[config.mk]
export PLATFORM = sky130hd
export DESIGN_NAME = i2c_slave_regs
export DESIGN_NICKNAME = d
export VERILOG_FILES = /design/src/rtl/i2c_slave_regs.sv
export SDC_FILE = /design/constraint.sdc
export NUM_CORES = 1
export LEC_CHECK = 0
export CAP_MARGIN = 30
export CORE_MARGIN = 8
export CORE_UTILIZATION = 55
export DETAILED_ROUTE_END_ITERATION = 7
export PLACE_DENSITY = 0.78
export SLEW_MARGIN = 10
export SYNTH_ARGS = -nofsm -noshare
export SYNTH_HDL_FRONTEND = slang
export SYNTH_SLANG_ARGS = --single-unit
[constraint.sdc]
create_clock -name clk -period 2.85 [get_ports clk]
set_input_delay 0.57 -clock clk [delete_from_list [all_inputs] [get_ports clk]]
set_output_delay 0.57 -clock clk [all_outputs]
set_load 0.01 [all_outputs]
[src/rtl/i2c_slave_regs.sv]
// i2c_slave_regs
//   I2C target engine with an EEPROM-style register pointer interface.
//   - The first byte written after the address loads the pointer.
//   - Later written bytes are strobed out at the pointer.
//   - Read bytes are fetched from the pointer.
//   - The pointer auto-increments after every data byte.
//   There is no clock stretching and no general-call support.
// Ports
//   clk, rst        system clock, synchronous active-high reset
//   i_scl, i_sda    asynchronous pin levels
//   o_sda_oen       SDA enable, active low (0 pulls the pin low)
//   o_reg_addr      register pointer
//   o_reg_wr_stb    one-cycle write strobe with o_reg_wr_data
//   o_reg_rd_stb    one-cycle read request; i_reg_rd_data is sampled one cycle later
//   o_busy          address-matched transfer in progress
//   o_start_det     one-cycle pulse on START / repeated START
//   o_stop_det      one-cycle pulse on STOP
module i2c_slave_regs #(
   parameter logic [6:0] I2C_ADDRESS  = 7'h50,
   parameter int         FILTER_DEPTH = 3
) (
   input  logic       clk,
   input  logic       rst,
   input  logic       i_scl,
   input  logic       i_sda,
   output logic       o_sda_oen,
   output logic [7:0] o_reg_addr,
   output logic       o_reg_wr_stb,
   output logic [7:0] o_reg_wr_data,
   output logic       o_reg_rd_stb,
   input  logic [7:0] i_reg_rd_data,
   output logic       o_busy,
   output logic       o_start_det,
   output logic       o_stop_det
);

   localparam logic [2:0] FILT_LAST = 3'(FILTER_DEPTH - 1);

   typedef enum logic [3:0] {
      ST_IDLE, ST_ADDR, ST_ADDR_ACK, ST_PTR, ST_WR_DATA,
      ST_WR_ACK, ST_RD_DATA, ST_RD_ACK, ST_IGNORE
   } state_t;

   logic       scl_meta_r, scl_sync_r, scl_f_r, scl_d_r;
   logic       sda_meta_r, sda_sync_r, sda_f_r, sda_d_r;
   logic [2:0] scl_cnt_r, sda_cnt_r;
   logic       scl_rise_s, scl_fall_s, start_s, stop_s;
   logic [7:0] byte_s;

   state_t     state_r, state_s;
   logic [3:0] bit_cnt_r, bit_cnt_s;
   logic [7:0] shift_r, shift_s;
   logic       rw_r, rw_s;
   logic [7:0] ptr_r, ptr_s;
   logic       oen_r, oen_s;
   logic       wr_stb_r, wr_stb_s;
   logic [7:0] wr_data_r, wr_data_s;
   logic       rd_stb_r, rd_stb_s;
   logic       rd_load_r;
   logic       busy_r, busy_s;
   logic       start_det_r, stop_det_r;

   // Pin synchronizers and level filters: a new level is accepted only after
   // FILTER_DEPTH consecutive samples that differ from the accepted level
   always_ff @(posedge clk) begin
      if (rst) begin
         scl_meta_r <= 1'b1;
         scl_sync_r <= 1'b1;
         sda_meta_r <= 1'b1;
         sda_sync_r <= 1'b1;
         scl_f_r    <= 1'b1;
         sda_f_r    <= 1'b1;
         scl_d_r    <= 1'b1;
         sda_d_r    <= 1'b1;
         scl_cnt_r  <= 3'd0;
         sda_cnt_r  <= 3'd0;
      end else begin
         scl_meta_r <= i_scl;
         scl_sync_r <= scl_meta_r;
         sda_meta_r <= i_sda;
         sda_sync_r <= sda_meta_r;
         scl_d_r    <= scl_f_r;
         sda_d_r    <= sda_f_r;
         if (scl_sync_r != scl_f_r) begin
            if (scl_cnt_r == FILT_LAST) begin
               scl_f_r   <= scl_sync_r;
               scl_cnt_r <= 3'd0;
            end else begin
               scl_cnt_r <= scl_cnt_r + 3'd1;
            end
         end else begin
            scl_cnt_r <= 3'd0;
         end
         if (sda_sync_r != sda_f_r) begin
            if (sda_cnt_r == FILT_LAST) begin
               sda_f_r   <= sda_sync_r;
               sda_cnt_r <= 3'd0;
            end else begin
               sda_cnt_r <= sda_cnt_r + 3'd1;
            end
         end else begin
            sda_cnt_r <= 3'd0;
         end
      end
   end

   assign scl_rise_s = scl_f_r & ~scl_d_r;
   assign scl_fall_s = ~scl_f_r & scl_d_r;
   assign start_s    = scl_f_r & scl_d_r & sda_d_r & ~sda_f_r;
   assign stop_s     = scl_f_r & scl_d_r & ~sda_d_r & sda_f_r;
   assign byte_s     = {shift_r[6:0], sda_f_r};

   // Next-state and next-output logic. In the ACK states bit_cnt is 8 until
   // the ACK clock rises and 9 afterwards, which separates the falling edge
   // that starts the ACK from the one that ends it.
   always_comb begin
      state_s   = state_r;
      bit_cnt_s = bit_cnt_r;
      rw_s      = rw_r;
      oen_s     = oen_r;
      wr_stb_s  = 1'b0;
      wr_data_s = wr_data_r;
      rd_stb_s  = 1'b0;
      busy_s    = busy_r;
      // Write pointer advances the cycle after the write strobe
      if (wr_stb_r) begin
         ptr_s = ptr_r + 8'd1;
      end else begin
         ptr_s = ptr_r;
      end
      // Read data is captured the cycle after the read strobe
      if (rd_load_r) begin
         shift_s = i_reg_rd_data;
      end else begin
         shift_s = shift_r;
      end

      case (state_r)
         ST_ADDR, ST_PTR, ST_WR_DATA: begin
            if (scl_rise_s) begin
               shift_s   = byte_s;
               bit_cnt_s = bit_cnt_r + 4'd1;
               if (bit_cnt_r == 4'd7) begin
                  if (state_r == ST_ADDR) begin
                     if (byte_s[7:1] == I2C_ADDRESS) begin
                        state_s  = ST_ADDR_ACK;
                        rw_s     = byte_s[0];
                        rd_stb_s = byte_s[0];
                        busy_s   = 1'b1;
                     end else begin
                        state_s = ST_IGNORE;
                        oen_s   = 1'b1;
                        busy_s  = 1'b0;
                     end
                  end else if (state_r == ST_PTR) begin
                     state_s = ST_WR_ACK;
                     ptr_s   = byte_s;
                  end else begin
                     state_s   = ST_WR_ACK;
                     wr_stb_s  = 1'b1;
                     wr_data_s = byte_s;
                  end
               end else begin
                  state_s = state_r;
               end
            end else begin
               state_s = state_r;
            end
         end
         ST_ADDR_ACK, ST_WR_ACK: begin
            if (scl_fall_s) begin
               if (bit_cnt_r == 4'd8) begin
                  oen_s = 1'b0;
               end else begin
                  bit_cnt_s = 4'd0;
                  if (state_r == ST_WR_ACK) begin
                     state_s = ST_WR_DATA;
                     oen_s   = 1'b1;
                  end else if (rw_r) begin
                     state_s = ST_RD_DATA;
                     oen_s   = shift_r[7];
                  end else begin
                     state_s = ST_PTR;
                     oen_s   = 1'b1;
                  end
               end
            end else if (scl_rise_s) begin
               bit_cnt_s = 4'd9;
            end else begin
               bit_cnt_s = bit_cnt_r;
            end
         end
         ST_RD_DATA: begin
            if (scl_rise_s) begin
               bit_cnt_s = bit_cnt_r + 4'd1;
            end else if (scl_fall_s) begin
               if (bit_cnt_r == 4'd8) begin
                  state_s = ST_RD_ACK;
                  oen_s   = 1'b1;
               end else begin
                  oen_s   = shift_r[6];
                  shift_s = {shift_r[6:0], 1'b0};
               end
            end else begin
               bit_cnt_s = bit_cnt_r;
            end
         end
         ST_RD_ACK: begin
            if (scl_rise_s) begin
               ptr_s = ptr_r + 8'd1;
               if (!sda_f_r) begin
                  rd_stb_s  = 1'b1;
                  bit_cnt_s = 4'd9;
               end else begin
                  state_s = ST_IGNORE;
                  busy_s  = 1'b0;
               end
            end else if (scl_fall_s && (bit_cnt_r == 4'd9)) begin
               state_s   = ST_RD_DATA;
               bit_cnt_s = 4'd0;
               oen_s     = shift_r[7];
            end else begin
               state_s = state_r;
            end
         end
         ST_IDLE, ST_IGNORE: begin
            oen_s = 1'b1;
         end
         default: begin
            state_s = ST_IDLE;
            oen_s   = 1'b1;
         end
      endcase

      // Bus conditions override whatever the current state decided
      if (stop_s) begin
         state_s = ST_IDLE;
         oen_s   = 1'b1;
         busy_s  = 1'b0;
      end else if (start_s) begin
         state_s   = ST_ADDR;
         bit_cnt_s = 4'd0;
         oen_s     = 1'b1;
      end else begin
         state_s = state_s;
      end
   end

   // State register and registered outputs
   always_ff @(posedge clk) begin
      if (rst) begin
         state_r     <= ST_IDLE;
         bit_cnt_r   <= 4'd0;
         shift_r     <= 8'd0;
         rw_r        <= 1'b0;
         ptr_r       <= 8'd0;
         oen_r       <= 1'b1;
         wr_stb_r    <= 1'b0;
         wr_data_r   <= 8'd0;
         rd_stb_r    <= 1'b0;
         rd_load_r   <= 1'b0;
         busy_r      <= 1'b0;
         start_det_r <= 1'b0;
         stop_det_r  <= 1'b0;
      end else begin
         state_r     <= state_s;
         bit_cnt_r   <= bit_cnt_s;
         shift_r     <= shift_s;
         rw_r        <= rw_s;
         ptr_r       <= ptr_s;
         oen_r       <= oen_s;
         wr_stb_r    <= wr_stb_s;
         wr_data_r   <= wr_data_s;
         rd_stb_r    <= rd_stb_s;
         rd_load_r   <= rd_stb_r;
         busy_r      <= busy_s;
         start_det_r <= start_s;
         stop_det_r  <= stop_s;
      end
   end

   assign o_sda_oen     = oen_r;
   assign o_reg_addr    = ptr_r;
   assign o_reg_wr_stb  = wr_stb_r;
   assign o_reg_wr_data = wr_data_r;
   assign o_reg_rd_stb  = rd_stb_r;
   assign o_busy        = busy_r;
   assign o_start_det   = start_det_r;
   assign o_stop_det    = stop_det_r;

endmodule

# After elaboration in Yosys (flattened, before gate mapping)
# Cells that the tools add are included.
# op_classes
n_addsub	4
reduce_logical	20
eq_ne	41
muxes	68
bitwise	19
# ops
cell	count
$mux W8	11
$mux W4	21
$pmux W8 S2	2
$ne A2 B2 Y1 const B	14
$mux W1	27
$ne A3 B3 Y1 const B	9
$eq A4 B3 Y1 const B	5
$pmux W4 S5	1
$reduce_and A10 Y1	2
$eq A4 B4 Y1 const B	3
$not A1 Y1	12
$pmux W4 S3	1
$reduce_or A3 Y1	4
$reduce_and A5 Y1	2
$reduce_and A9 Y1	1
$add A8 B1 Y8 const B	1
$eq A4 B2 Y1 const B	2
$ne A4 B4 Y1 const B	2
$and A1 B1 Y1	7
$eq A7 B7 Y1 const B	1
$add A3 B1 Y3 const B	2
$eq A3 B2 Y1 const B	2
$mux W3	2
$reduce_and A6 Y1	1
other kinds (12)	17
# word_totals
reg_bits	54
inputBits	12
elab_cells	176

# Logic depth before layout (Yosys ltp)
# depth
word_depth	8
depth_mapped	9

# Worst setup path after synthesis
# Ideal clock, no wire load.
# synth_path
path_type	flip-flop to flip-flop
from	register bit_cnt_r[0]
to	register state_r[0]
slack_ps	819
stages_incl_launch_ff	8
arrival_ps	1909
required_time_ps	2728
setup_ps	122
cell_sequence	dfxtp_1 inv_1 ha_1 and4bb_1 a221o_1 a311oi_2 nand3_2 a311o_1
# synth_via
elab_chain_cells	4
# synth_rtl
element	line_no	text
from (decl)	51	logic [3:0] bit_cnt_r, bit_cnt_s;
from (signal assigned)	267	bit_cnt_r <= bit_cnt_s;
$eq A4 B4 Y1	218	end else if (scl_fall_s && (bit_cnt_r == 4'd9)) begin
$logic_and A1 B1 Y1	218	
$ne A4 B4 Y1 (no source line)	n/a	
$reduce_and A10 Y1 (no source line) (*)	n/a	
to (signal assigned)	266	state_r <= state_s;
to (decl)	50	state_t state_r, state_s;
# Mark *: on every way between the ends. The rest lies on a longest branch, timed or not.
# A chain may end at the register's enable or synchronous reset.

# Final worst setup path
# layout_path
from	register state_r[2]
to	register wr_data_r[0], in the netlist o_reg_wr_data[0]
# layout_via
elab_chain_cells	3
# layout_rtl
element	line_no	text
$eq A4 B1 Y1, or another cell as far along	138, 144	
$reduce_or A3 Y1 or $not A1 Y1 (tied branches)	n/a	
$reduce_and A5 Y1 (no source line) (*)	n/a	
to (signal assigned)	273	wr_data_r <= wr_data_s;
to (decl)	57	logic [7:0] wr_data_r, wr_data_s;
# Marked as above.

==> reports/summary.md <==
The flow ran to the end, and the final reports show no timing, DRC or antenna violations. The power per cell area is 372 nW/um^2. Dividing the detail-routed via count by the number of cells gives 6.27.

The remaining antenna violation count after routing came out at 0. The startpoint-to-endpoint class of the critical path is reg -> reg. The mean instance size in the synthesized netlist is 8.39 um^2.

In this run, the number of DRC markers left after iteration 0 of detailed routing was 419. The largest area contributor in the netlist is sky130_fd_sc_hd__dfxtp_1. The first global-routing pass estimated 13.7 mm of wire.

The tools report the count of final max-slew check failures as 0. Walking the worst path, the cells encountered are buf_4, nor4b_1, nand3_1, mux2i_1, nor2_1. The total length of routed wires is 7.99 mm, and the total clock buffers created by CTS is 5. The via count of the first global-routing pass was 2779.

The logs give 0.409 ns for the smallest setup slack after layout and 3.5% for the combinational fraction of design power. The logs give 1.06 mW for the internal cell power and 1880 um^2 for the area of combinational cells with multiple inputs. Counting every net in the synthesized netlist gives 392. The run gives 275 uW as the power dissipated by switching net loads.

In this run the critical register-to-register path is captured at o_reg_wr_data[0]$_SDFFE_PP0P_. The tools report the critical path endpoint category as a register. The run gives 0 as the buffers inserted during post-CTS setup optimization. The setup slack of the worst register-to-register path was 0.41 ns.

The final route contains 2922 vias. The slowest stage of the critical path is the sky130_fd_sc_hd__dfxtp_1 cell. The net count reported at finish was 415. Setup violations remaining at the end of the flow were counted as 0.

The hold-critical path depth was 1. The fraction of power spent switching nets is 20.6%. The proportion of synthesized chip area in sequential cells is 34.7%, and the die height is 91.2 um. The final hold violation count was 0. Yosys instantiated no cell more often than sky130_fd_sc_hd__dfxtp_1. The cell area after synthesis is 3110 um^2, and the worst-case headroom to the max-slew limit is 57.7%.

The synthesis-to-layout area growth came out at 15.6%. After synthesis, the netlist uses 66 different library cells. Of the post-synthesis cell area, the dominant cell type holds 34.7%.

Prior to clock tree synthesis, the placed netlist has a worst setup slack of 0.521 ns. The count of port buffers added during placement works out to 33. The tools report the hold path startpoint as sda_meta_r$_SDFF_PP1_. The register clock-pin slew on the reported worst setup and hold paths is 0.10 ns, and the half-perimeter wire length after placement is 5.74 mm.

The total core area is 5470 um^2, and the total inserted antenna cells is 0. After clock tree synthesis, the flow added hold-fix buffers numbering 0. For the largest net degree at the start of global routing, the log shows 34.

During I/O placement, the number of pins put on the boundary was 34. The detailed-router iteration count before antenna repair is 5, and the share of async-settable or async-resettable flops after synthesis is 0%. The worst hold path belongs to the class reg -> reg.

The final sum of negative setup slack was 0 ns; the final routed wire length divided by cell count was 17.1 um. For the pin with the worst max-slew slack, the measured transition is 0.634 ns. For this run, the slowest stage of the critical path takes 0.74 ns. The leakage power total was 1.32 nW; the number of fillers in the final layout was 513. The number of enable flip-flop cells after synthesis is 0. For the worst flop-to-flop path, the logic depth is 5. The number of maximum-capacitance violations is 0. At the end of routability-driven placement, the weighted congestion stood at 0.993. STA puts the critical path data required time at 3.04 ns. The ratio of cells with drive above 1 in the final layout was 8.12%. The critical path buffer and inverter count is 1.

TritonCTS built the clock tree. The run gives 0.228 mV as the maximum VDD drop. In the synthesized netlist the dominant register cell turns out to be sky130_fd_sc_hd__dfxtp_1. Number of antenna violations at the first check in global routing: 0. Cell family with the largest share of critical-path delay: simple AND/OR/NAND/NOR gates.

The global route total overflow is 0. The row count came out at 27. The worst endpoint data arrival time was 2.63 ns; the final period demand of the worst path was 2.44 ns.

For the sink count of the clock tree, the log shows 54. The logs give 19.5% for the aggregate global-route resource usage and 1080 um^2 for the storage element area. In this run, flip-flops and latches consume 56.8% of the power. In this run the critical register-to-register path is launched from state_r[2]$_SDFFE_PP0P_.

For this run, design rule violations remaining after detail routing come to 0. CTS placed an instance of sky130_fd_sc_hd__clkbuf_8 at the clock tree root. The worst path uses 85.7% of the clock period. Of the total power, the clock network draws 39.7%.

Setup repair after global routing left no endpoint under its margin. The floorplan step defined a die boundary enclosing 8320 um^2. Peak fanout along the critical path: 19. Based on the critical path, the design can be clocked at up to 0.410 GHz. For the setup skew after layout, the log shows 0.00631 ns. Counting instances in the post-synthesis netlist gives the leading cell types as 54 x sky130_fd_sc_hd__dfxtp_1, 44 x sky130_fd_sc_hd__nor2_1, 22 x sky130_fd_sc_hd__mux2i_1.

STA classifies the critical path startpoint as a register. In this run the horizontal extent of the chip is 91.2 um. The deepest level of the CTS H-tree is 2. The logs give 0 for the count of warnings emitted by yosys and 56.9% for the initial cell density of the core. The later-pin clock latency in the skew report is 0.31 ns, and the cell count after synthesis is 371. The maximum root-to-sink buffer count is 2, and the count of state elements after synthesis is 54.

For the number of gates resized after CTS, the log shows 0. Sorting the synthesized cells by area gives the leading types as sky130_fd_sc_hd__dfxtp_1 35%, sky130_fd_sc_hd__mux2i_1 7.1%, sky130_fd_sc_hd__nor2_1 5.3%, sky130_fd_sc_hd__ha_1 3.6%, sky130_fd_sc_hd__nor3_1 3.2%. The path with the worst hold slack has its endpoint at sda_sync_r$_SDFF_PP1_.
-- worst register-to-register path: stages (launching register included) --
cell                      delay (ns)
sky130_fd_sc_hd__dfxtp_1        0.74
sky130_fd_sc_hd__buf_4          0.27
sky130_fd_sc_hd__nor4b_1        0.40
sky130_fd_sc_hd__nand3_1        0.54
sky130_fd_sc_hd__mux2i_1        0.31
sky130_fd_sc_hd__nor2_1         0.06
-- worst max-delay path by stage --
stage	startpoint	endpoint	slack [ns]	cells after the start
finish	state_r[2]$_SDFFE_PP0P_	o_reg_wr_data[0]$_SDFFE_PP0P_	0.41	5
global route	state_r[2]$_SDFFE_PP0P_	o_reg_wr_data[0]$_SDFFE_PP0P_	0.22	5
CTS	state_r[2]$_SDFFE_PP0P_	o_reg_wr_data[0]$_SDFFE_PP0P_	0.49	5
detailed placement	state_r[2]$_SDFFE_PP0P_	o_reg_wr_data[0]$_SDFFE_PP0P_	0.52	5
global placement	state_r[2]$_SDFFE_PP0P_	o_reg_wr_data[3]$_SDFFE_PP0P_	0.58	5
floorplan	bit_cnt_r[0]$_SDFF_PP0_	state_r[0]$_SDFFE_PP0P_	0.82	7
-- layer usage --
metal	wire (um)	global-route usage, %	part of all wire [%]	up-vias
met5	0	0	0	-
met4	193	7.09	2.4	0
met3	552	3.29	6.9	18
met2	3760	31.6	47	135
met1	3480	25.4	44	1389
li1	-	-	-	1380
-- power by group through the flow --
stage / Combinational [mW] / Clock (mW) / Sequential, mW
floorplan: 0.0237 / 0 / 0.777
global placement: 0.0456 / 0 / 0.778
detailed placement: 0.0468 / 0 / 0.778
CTS: 0.0468 / 0.535 / 0.761
global route: 0.0510 / 0.560 / 0.761
finish: 0.0466 / 0.531 / 0.761
-- kinds of logic (layout without fill, tap and decap cells) --
| group | count (synthesis) | in the layout | share of synthesized area, % |
|---|---|---|---|
| and+or+nand+nor | 152 | 152 | 25.8 |
| AOI/OAI and AO/OA | 81 | 81 | 18.9 |
| DFF | 54 | 54 | 34.7 |
| buffers and inverters | 36 | 59 | 4.94 |
| muxes | 23 | 23 | 7.44 |
| xor gates and xnor gates | 16 | 16 | 4.50 |
| adders and majority gates | 9 | 9 | 3.62 |
-- placed cells by master (no fill, tap or decap), drive strengths merged, types with 3 or more instances in the layout --
master,synthesis,routed
a211o,6,6
a211oi,4,4
a21oi,19,19
a22oi,3,3
a31oi,4,4
and2,3,3
buf,13,9
clkbuf,13,6
clkdlybuf4s50,0,33
dfxtp,54,54
ha,9,9
inv,10,10
mux2i,22,22
nand2,21,21
nand2b,5,5
nand3,16,16
nand3b,4,4
nand4,5,5
nand4b,3,3
nor2,44,44
nor2b,9,9
nor3,20,20
o21a,8,8
o21ai,7,7
o31ai,4,4
or2,8,8
xnor2,9,9
xor2,7,7
-- area by class of cell --
| cell class | instances | area share, % |
|---|---|---|
| Tap cell | 72 | 2.50 |
| Clock inverter | 1 | 0.835 |
| Timing Repair Buffer | 42 | 11.1 |
| Inverter | 10 | 1.04 |
| Sequential cell | 54 | 30.1 |
| Clock buffer | 6 | 2.30 |
| Multi-Input combinational cell | 281 | 52.2 |
-- state kept, by name (all words and copies together), names as in the netlist, 3 cells and up --
| signal | flops |
|---|---|
| shift_r | 8 |
| state_r | 4 |
| sda_cnt_r | 3 |
| o_reg_wr_data | 8 |
| bit_cnt_r | 4 |
| o_reg_addr | 8 |
| scl_cnt_r | 3 |
-- metrics by stage --
step	utilization (%)	hold slack (ns)	area, um^2	power, mW	instances
2_1_floorplan	-	0.389	3110	0.801	371
3_3_place_gp	63.7	0.394	3480	0.824	459
3_5_place_dp	63.7	0.404	3480	0.825	459
4_1_cts	65.7	0.427	3600	1.34	466
5_1_grt	65.7	0.446	3600	1.37	466
6_report	65.7	0.425	3600	1.34	466
Note: power is estimated with default switching activity, not from simulation.
